<file path="src/rtl/datapath_seq_ctrl_pkg.sv">
// datapath_seq_ctrl_pkg: shared encodings for the fetch/execute sequencer
package datapath_seq_ctrl_pkg;
    typedef enum logic [1:0] {S_IDLE, S_FETCH, S_EXEC, S_HALT} state_t;
    localparam logic [3:0] CL_RR   = 4'h0;
    localparam logic [3:0] CL_MOVI = 4'h1;
    localparam logic [3:0] CL_ADDI = 4'h2;
    localparam logic [3:0] CL_MFL  = 4'h3;
    localparam logic [3:0] CL_JMP  = 4'h4;
    localparam logic [3:0] CL_BR   = 4'h5;
    localparam logic [3:0] CL_HALT = 4'hF;
    localparam logic [1:0] B_REG = 2'd0;
    localparam logic [1:0] B_IMM = 2'd1;
    localparam logic [1:0] B_FLG = 2'd2;
    localparam int FL_N = 4;
    localparam int FL_F = 3;
    localparam int FL_Z = 2;
    localparam int FL_L = 1;
    localparam int FL_C = 0;
    localparam logic [3:0] OP_ADD = 4'h0;
    localparam logic [3:0] OP_CMP = 4'h7;
    // mask bit 3 tests both N and F; bits 2..0 test Z, L, C
    function automatic logic br_taken(input logic [3:0] mask, input logic [4:0] fl);
        return |(mask & {fl[FL_F], fl[FL_Z], fl[FL_L], fl[FL_C]}) | (mask[3] & fl[FL_N]);
    endfunction
endpackage

</file>
<file path="src/rtl/datapath_seq_ctrl_if.sv">
// datapath_seq_ctrl_if: instruction-memory fetch port
interface datapath_seq_ctrl_if #(parameter int PC_W = 8);
    logic            mem_req;
    logic [PC_W-1:0] mem_addr;
    logic [15:0]     mem_rdata;
    logic            mem_ack;
    modport master (output mem_req, mem_addr, input mem_rdata, mem_ack);
    modport slave  (input mem_req, mem_addr, output mem_rdata, mem_ack);
endinterface

</file>
<file path="src/rtl/datapath_seq_ctrl_decode.sv">
// datapath_seq_ctrl_decode: instruction word to one cycle of datapath controls
module datapath_seq_ctrl_decode
    import datapath_seq_ctrl_pkg::*;
(
    input  logic [15:0] ir,
    input  logic        exec_valid,
    output logic [15:0] reg_en,
    output logic [3:0]  reg_a,
    output logic [3:0]  reg_b,
    output logic [15:0] imm,
    output logic [1:0]  b_sel,
    output logic [3:0]  opcode,
    output logic        flag_en,
    output logic        is_jmp,
    output logic        is_br,
    output logic        is_halt,
    output logic        is_illegal
);
    logic [3:0]  rd;
    logic [15:0] sx;
    logic        wr;
    assign rd = ir[11:8];
    assign sx = {{8{ir[7]}}, ir[7:0]};
    // decode by class; everything idles outside EXEC and r0 is never written
    always_comb begin
        reg_a = '0;
        reg_b = '0;
        imm = '0;
        b_sel = B_REG;
        opcode = OP_ADD;
        flag_en = 1'b0;
        wr = 1'b0;
        is_jmp = 1'b0;
        is_br = 1'b0;
        is_halt = 1'b0;
        is_illegal = 1'b0;
        if (exec_valid) begin
            case (ir[15:12])
                CL_RR: begin
                    reg_a = rd;
                    reg_b = ir[3:0];
                    opcode = ir[7:4];
                    flag_en = 1'b1;
                    wr = ir[7:4] != OP_CMP;
                end
                CL_MOVI: begin
                    imm = sx;
                    b_sel = B_IMM;
                    wr = 1'b1;
                end
                CL_ADDI: begin
                    reg_a = rd;
                    imm = sx;
                    b_sel = B_IMM;
                    flag_en = 1'b1;
                    wr = 1'b1;
                end
                CL_MFL: begin
                    b_sel = B_FLG;
                    wr = 1'b1;
                end
                CL_JMP:  is_jmp = 1'b1;
                CL_BR:   is_br = 1'b1;
                CL_HALT: is_halt = 1'b1;
                default: is_illegal = 1'b1;
            endcase
        end
        reg_en = (wr && rd != 4'd0) ? 16'd1 << rd : 16'd0;
    end
endmodule

</file>
<file path="src/rtl/datapath_seq_ctrl.sv">
// datapath_seq_ctrl: fetch/execute sequencer driving the register-file/ALU datapath
module datapath_seq_ctrl
    import datapath_seq_ctrl_pkg::*;
#(
    parameter int              PC_W     = 8,
    parameter logic [PC_W-1:0] RESET_PC = '0
) (
    input  logic                clk,
    input  logic                rst,
    input  logic                start,
    datapath_seq_ctrl_if.master mem,
    input  logic [4:0]          flags,
    output logic [15:0]         reg_en,
    output logic [3:0]          reg_a,
    output logic [3:0]          reg_b,
    output logic [15:0]         imm,
    output logic [1:0]          b_sel,
    output logic [3:0]          opcode,
    output logic                flag_en,
    output logic [PC_W-1:0]     pc,
    output logic                halted,
    output logic                illegal
);
    state_t             state;
    logic [15:0]        ir;
    logic               req_q;
    logic [PC_W-1:0]    next_pc;
    logic signed [15:0] sx;
    logic               is_jmp, is_br, is_halt, is_illegal;
    assign mem.mem_req = req_q;
    assign mem.mem_addr = pc;
    assign sx = {{8{ir[7]}}, ir[7:0]};
    datapath_seq_ctrl_decode u_decode (
        .ir(ir),
        .exec_valid(state == S_EXEC),
        .reg_en(reg_en),
        .reg_a(reg_a),
        .reg_b(reg_b),
        .imm(imm),
        .b_sel(b_sel),
        .opcode(opcode),
        .flag_en(flag_en),
        .is_jmp(is_jmp),
        .is_br(is_br),
        .is_halt(is_halt),
        .is_illegal(is_illegal)
    );
    // jump target, flag-conditional relative branch, or sequential wrap-around
    always_comb begin
        next_pc = is_jmp ? PC_W'(ir[7:0])
                : (is_br && br_taken(ir[11:8], flags)) ? pc + PC_W'(sx)
                : pc + PC_W'(1);
    end
    // sequencer FSM with registered request/halt outputs, pc, ir and sticky illegal
    always_ff @(posedge clk or posedge rst) begin
        if (rst) begin
            state <= S_IDLE;
            pc <= RESET_PC;
            ir <= '0;
            illegal <= 1'b0;
            req_q <= 1'b0;
            halted <= 1'b0;
        end else begin
            case (state)
                S_IDLE: if (start) begin
                    state <= S_FETCH;
                    req_q <= 1'b1;
                end
                S_FETCH: if (mem.mem_ack) begin
                    ir <= mem.mem_rdata;
                    state <= S_EXEC;
                    req_q <= 1'b0;
                end
                S_EXEC: if (is_halt || is_illegal) begin
                    state <= S_HALT;
                    halted <= 1'b1;
                    illegal <= illegal | is_illegal;
                end else begin
                    pc <= next_pc;
                    state <= S_FETCH;
                    req_q <= 1'b1;
                end
                S_HALT: if (start) begin
                    pc <= RESET_PC;
                    illegal <= 1'b0;
                    halted <= 1'b0;
                    state <= S_FETCH;
                    req_q <= 1'b1;
                end
            endcase
        end
    end
endmodule
</file>
<file path="src/flat_wrapper.sv">
// flat-port wrapper written by rule: the top's interface ports become plain ports
module datapath_seq_ctrl_flat import datapath_seq_ctrl_pkg::*;
#(
    parameter int              PC_W     = 8,
    parameter logic [PC_W-1:0] RESET_PC = '0
)
  (clk, rst, start, flags, reg_en, reg_a, reg_b, imm, b_sel, opcode, flag_en, pc, halted, illegal, mem_mem_req, mem_mem_addr, mem_mem_rdata, mem_mem_ack);
  datapath_seq_ctrl_if #(.PC_W(PC_W)) mem_i ();
  input  logic clk;
  input  logic rst;
  input  logic start;
  input  logic [4:0] flags;
  output logic [15:0] reg_en;
  output logic [3:0] reg_a;
  output logic [3:0] reg_b;
  output logic [15:0] imm;
  output logic [1:0] b_sel;
  output logic [3:0] opcode;
  output logic flag_en;
  output logic [PC_W-1:0] pc;
  output logic halted;
  output logic illegal;
  output wire logic [$bits(mem_i.mem_req)-1:0] mem_mem_req;
  output wire logic [$bits(mem_i.mem_addr)-1:0] mem_mem_addr;
  input wire logic [$bits(mem_i.mem_rdata)-1:0] mem_mem_rdata;
  input wire logic [$bits(mem_i.mem_ack)-1:0] mem_mem_ack;
  assign mem_mem_req = mem_i.mem_req;
  assign mem_mem_addr = mem_i.mem_addr;
  assign mem_i.mem_rdata = mem_mem_rdata;
  assign mem_i.mem_ack = mem_mem_ack;
  datapath_seq_ctrl #(.PC_W(PC_W), .RESET_PC(RESET_PC)) u_core (.clk(clk), .rst(rst), .start(start), .mem(mem_i), .flags(flags), .reg_en(reg_en), .reg_a(reg_a), .reg_b(reg_b), .imm(imm), .b_sel(b_sel), .opcode(opcode), .flag_en(flag_en), .pc(pc), .halted(halted), .illegal(illegal));
endmodule
</file>
<file path="config.mk">
export PLATFORM = sky130hd
export DESIGN_NAME = datapath_seq_ctrl_flat
export DESIGN_NICKNAME = d
export VERILOG_FILES = /design/src/rtl/datapath_seq_ctrl_pkg.sv /design/src/rtl/datapath_seq_ctrl_if.sv /design/src/rtl/datapath_seq_ctrl_decode.sv /design/src/rtl/datapath_seq_ctrl.sv /design/src/flat_wrapper.sv
export SDC_FILE = /design/constraint.sdc
export NUM_CORES = 1
export LEC_CHECK = 0
export CORE_MARGIN = 1
export CORE_UTILIZATION = 42
export DETAILED_ROUTE_END_ITERATION = 10
export PLACE_DENSITY = 0.81
export SLEW_MARGIN = 20
export SYNTH_ARGS = -nofsm -noshare
export SYNTH_HDL_FRONTEND = slang
export SYNTH_SLANG_ARGS = --single-unit
</file>
<file path="constraint.sdc">
create_clock -name clk -period 3.56 [get_ports clk]
set_input_delay 1.068 -clock clk [delete_from_list [all_inputs] [get_ports clk]]
set_output_delay 1.068 -clock clk [all_outputs]
set_load 0.02 [all_outputs]
</file>
==> impl_metrics.json <==
{
  "via_per_inst": 5.068,
  "hold_buffers": 0,
  "area_growth_pct": 52.11,
  "ys_seq_elements": 29,
  "relSlewSlack": 0.4802,
  "die_area_um2": 5218,
  "leakagePower_uw": 0.001810,
  "coreArea_um2": 4723,
  "drt_iter0_drc": 66,
  "wl_met3_um": 181,
  "diodes": 0,
  "synth_top_area_frac": 0.3502,
  "yosys_most_used_dff": "dfrtp_1",
  "drt.antenna.violating_nets": 0,
  "insertion_delay_ns": 0.29,
  "drv_slew": 0,
  "drive_gt1_frac": 0.1661,
  "netlist_area_um2": 2072,
  "maxCapViolations": 0,
  "clock_sinks": 29,
  "yosys_warnings": 0,
  "die_w_um": 72.24,
  "seqCellArea_um2": 725.7,
  "setup_viol": 0,
  "antenna_found_initial": 0,
  "r2r_start": "u_core.state[0]",
  "power.switching_uw": 813.1,
  "cts_tree": "done",
  "fmax_ghz": 0.2867,
  "cts_root_buf": "clkbuf_8",
  "post_dp_cell_area_um2": 3020,
  "grt_pass1_wl_um": 8355,
  "rows": 25,
  "p_seq_frac": 0.338,
  "path_clk_slew_ns": 0.07,
  "layout_min_cycle_time_ns": 3.488,
  "cts_setup_buffers": 0,
  "io_buffers": 89,
  "dieHeight_um": 72.24,
  "placed_cells": 372,
  "synth_enable_flop_cells": 0,
  "yosys.area.top_type": "dfrtp_1",
  "fin_area_um2": 3152,
  "dp_hpwl_um": 4075,
  "synth_nets": 260,
  "grt_max_degree": 30,
  "peakVddDrop_v": 0.0003937,
  "wl_per_cell_um": 14.17,
  "tightest_slew_ns": 0.7768,
  "hold_class": "flop to flop",
  "timing.final.crit_share": 0.9797,
  "syn_avg_cell_area_um2": 9.291,
  "overflow": 0,
  "hold_viol": 0,
  "power.total_uw": 1914,
  "dr.pass1.iters": 4,
  "htreeDepth": 2,
  "fillers": 388,
  "crit_path_start": "flags[0]",
  "start_util": 0.4387,
  "intPower_uw": 1100,
  "drc": 0,
  "gp_congestion": 0.8596,
  "worst-endpoint-required_ns": 3.73,
  "top_level_ports": 91,
  "clock_path_buffers": 2,
  "crit_path_end_kind": "flop",
  "vias": 1926,
  "cts_inserted_buffers": 5,
  "power.density_nw_per_um2": 607.1,
  "ys_seq_area_frac": 0.3502,
  "synthArstFlopShare": 1.000,
  "combPwrFrac": 0.523,
  "routed.top_layer": "met4",
  "status": "completed",
  "wl_um": 5385,
  "synth.area.top_cells": "dfrtp_1, mux2_2, and2_1, ha_1, buf_4",
  "track_usage": 0.2102,
  "nets": 349,
  "power.switching_fraction": 0.4249,
  "critPathMaxFanout": 5,
  "synth_cell_types": 44,
  "startpoint_type": "input pin",
  "final_cells": 380,
  "holdCritStartpoint": "u_core.illegal",
  "met1_length_um": 2448,
  "met2_length_um": 2673,
  "cp.arrival_ns": 3.66,
  "crit_type": "input pin to flop",
  "grt_pass1_vias": 1692,
  "clockPowerShare": 0.139,
  "multi_input_area_um2": 1184,
  "skew_ns": 0.008664,
  "postSynthCellCount": 223
}
[cell families after synthesis]
logic type | count (synthesis) | share of synthesized area
XOR/XNOR | 7 | 0.02959
flip-flops | 29 | 0.3502
other | 1 | 0.001810
AO/OA/AOI/OAI | 43 | 0.1401
multiplexers | 18 | 0.09782
buffers and inverters | 33 | 0.09058
adder cells (fa/ha/maj) | 12 | 0.07609
AND/OR/NAND/NOR | 80 | 0.2138
[final cells by class]
type | count | share of cell area
sequential | 29 | 0.2303
timing repair buffer | 106 | 0.3315
tap | 67 | 0.02660
inverter | 9 | 0.01072
multi-input combinational | 161 | 0.3755
clock buffer | 8 | 0.02541
[path summary, 6_finish.rpt]
check                                               to  slack (ns)  depth (start not counted)
worst max-delay path            u_core.mem.mem_addr[7]        0.07                         11
worst min-delay path                    u_core.illegal        0.53                          2
worst max register to register  u_core.mem.mem_addr[4]        0.68                         13
worst min register to register          u_core.illegal        0.53                          2
max in group asynchronous           u_core.mem.mem_req        2.13                          3
min in group asynchronous                u_core.ir[11]        1.15                          3
[stage by stage]
| step | hold slack [ns] | utilization | worst slack [ns] | setup TNS (ns) |
|---|---|---|---|---|
| finish | 0.5325 | 0.6673 | 0.07226 | 0 |
| CTS | 0.5384 | 0.6519 | 0.0005655 | 0 |
| global route | 0.5635 | 0.6673 | -0.02194 | -0.03096 |
| global placement | 0.5196 | 0.6395 | -0.09870 | -0.2138 |
| floorplan | 0.5032 | - | 0.1027 | 0 |
| detailed placement | 0.5187 | 0.6395 | -0.1490 | -0.4158 |
[sequential cells by signal, indices dropped and copies added, names as in the netlist]
signal	flops
u_core.halted	1
u_core.illegal	1
u_core.mem.mem_addr	8
u_core.mem.mem_req	1
u_core.state	2
u_core.ir	16
[power by group through the flow]
stage / Combinational (uW) / Clock [uW] / Sequential (uW)
CTS: 998 / 266 / 645
detailed placement: 999 / 0 / 650
global route: 1100 / 287 / 670
finish: 1000 / 267 / 646
global placement: 973 / 0 / 641
floorplan: 643 / 0 / 617
[synth_stat cells, drive strengths merged (3+ instances only)]
library cell and instances:
a21o 3, a21oi 8, dfrtp 29, a22o 4, nand2b 3, nor3 5
nor2 21, nand3 4, and2 25, mux2 18, xnor2 3, nand2 11
clkbuf 7, buf 17, inv 9, xor2 4, ha 11, o21ai 11
[worst max-delay path: stages]
cell,delay [ns]
clkdlybuf4s50_1,0.41
a222oi_1,0.47
a211oi_2,0.17
buf_4,0.18
and2_1,0.15
ha_1,0.31
a21o_1,0.20
a31o_2,0.24
a21oi_1,0.23
or3b_1,0.16
nand3_1,0.06
[repair_timing]
item	in CTS	in global routing
gates resized for setup	17	34
endpoints found under the hold margin	0	0
endpoints found under the setup margin	17	31
pin swaps	0	2
[per-layer routing]
layer  global-route usage  vias to the layer above
li1                     -                      934
met5                    0                        -
met4              0.05229                        0
met3              0.04583                       10
met2               0.3479                       48
met1               0.2800                      934
[cells in the final DEF, fill, tap and decap left out, types with 8 or more instances in the layout]
cell             instances
a21oi_1                  8
nand2_1                 11
mux2_2                  18
buf_4                   17
dlymetal6s2s_1          23
and2_1                  25
inv_1                    8
nor2_1                  20
dlygate4sd2_1           13
o21ai_0                 10
clkdlybuf4s50_1         49
dfrtp_1                 29
ha_1                    10
(Power assumes the default switching activity.)
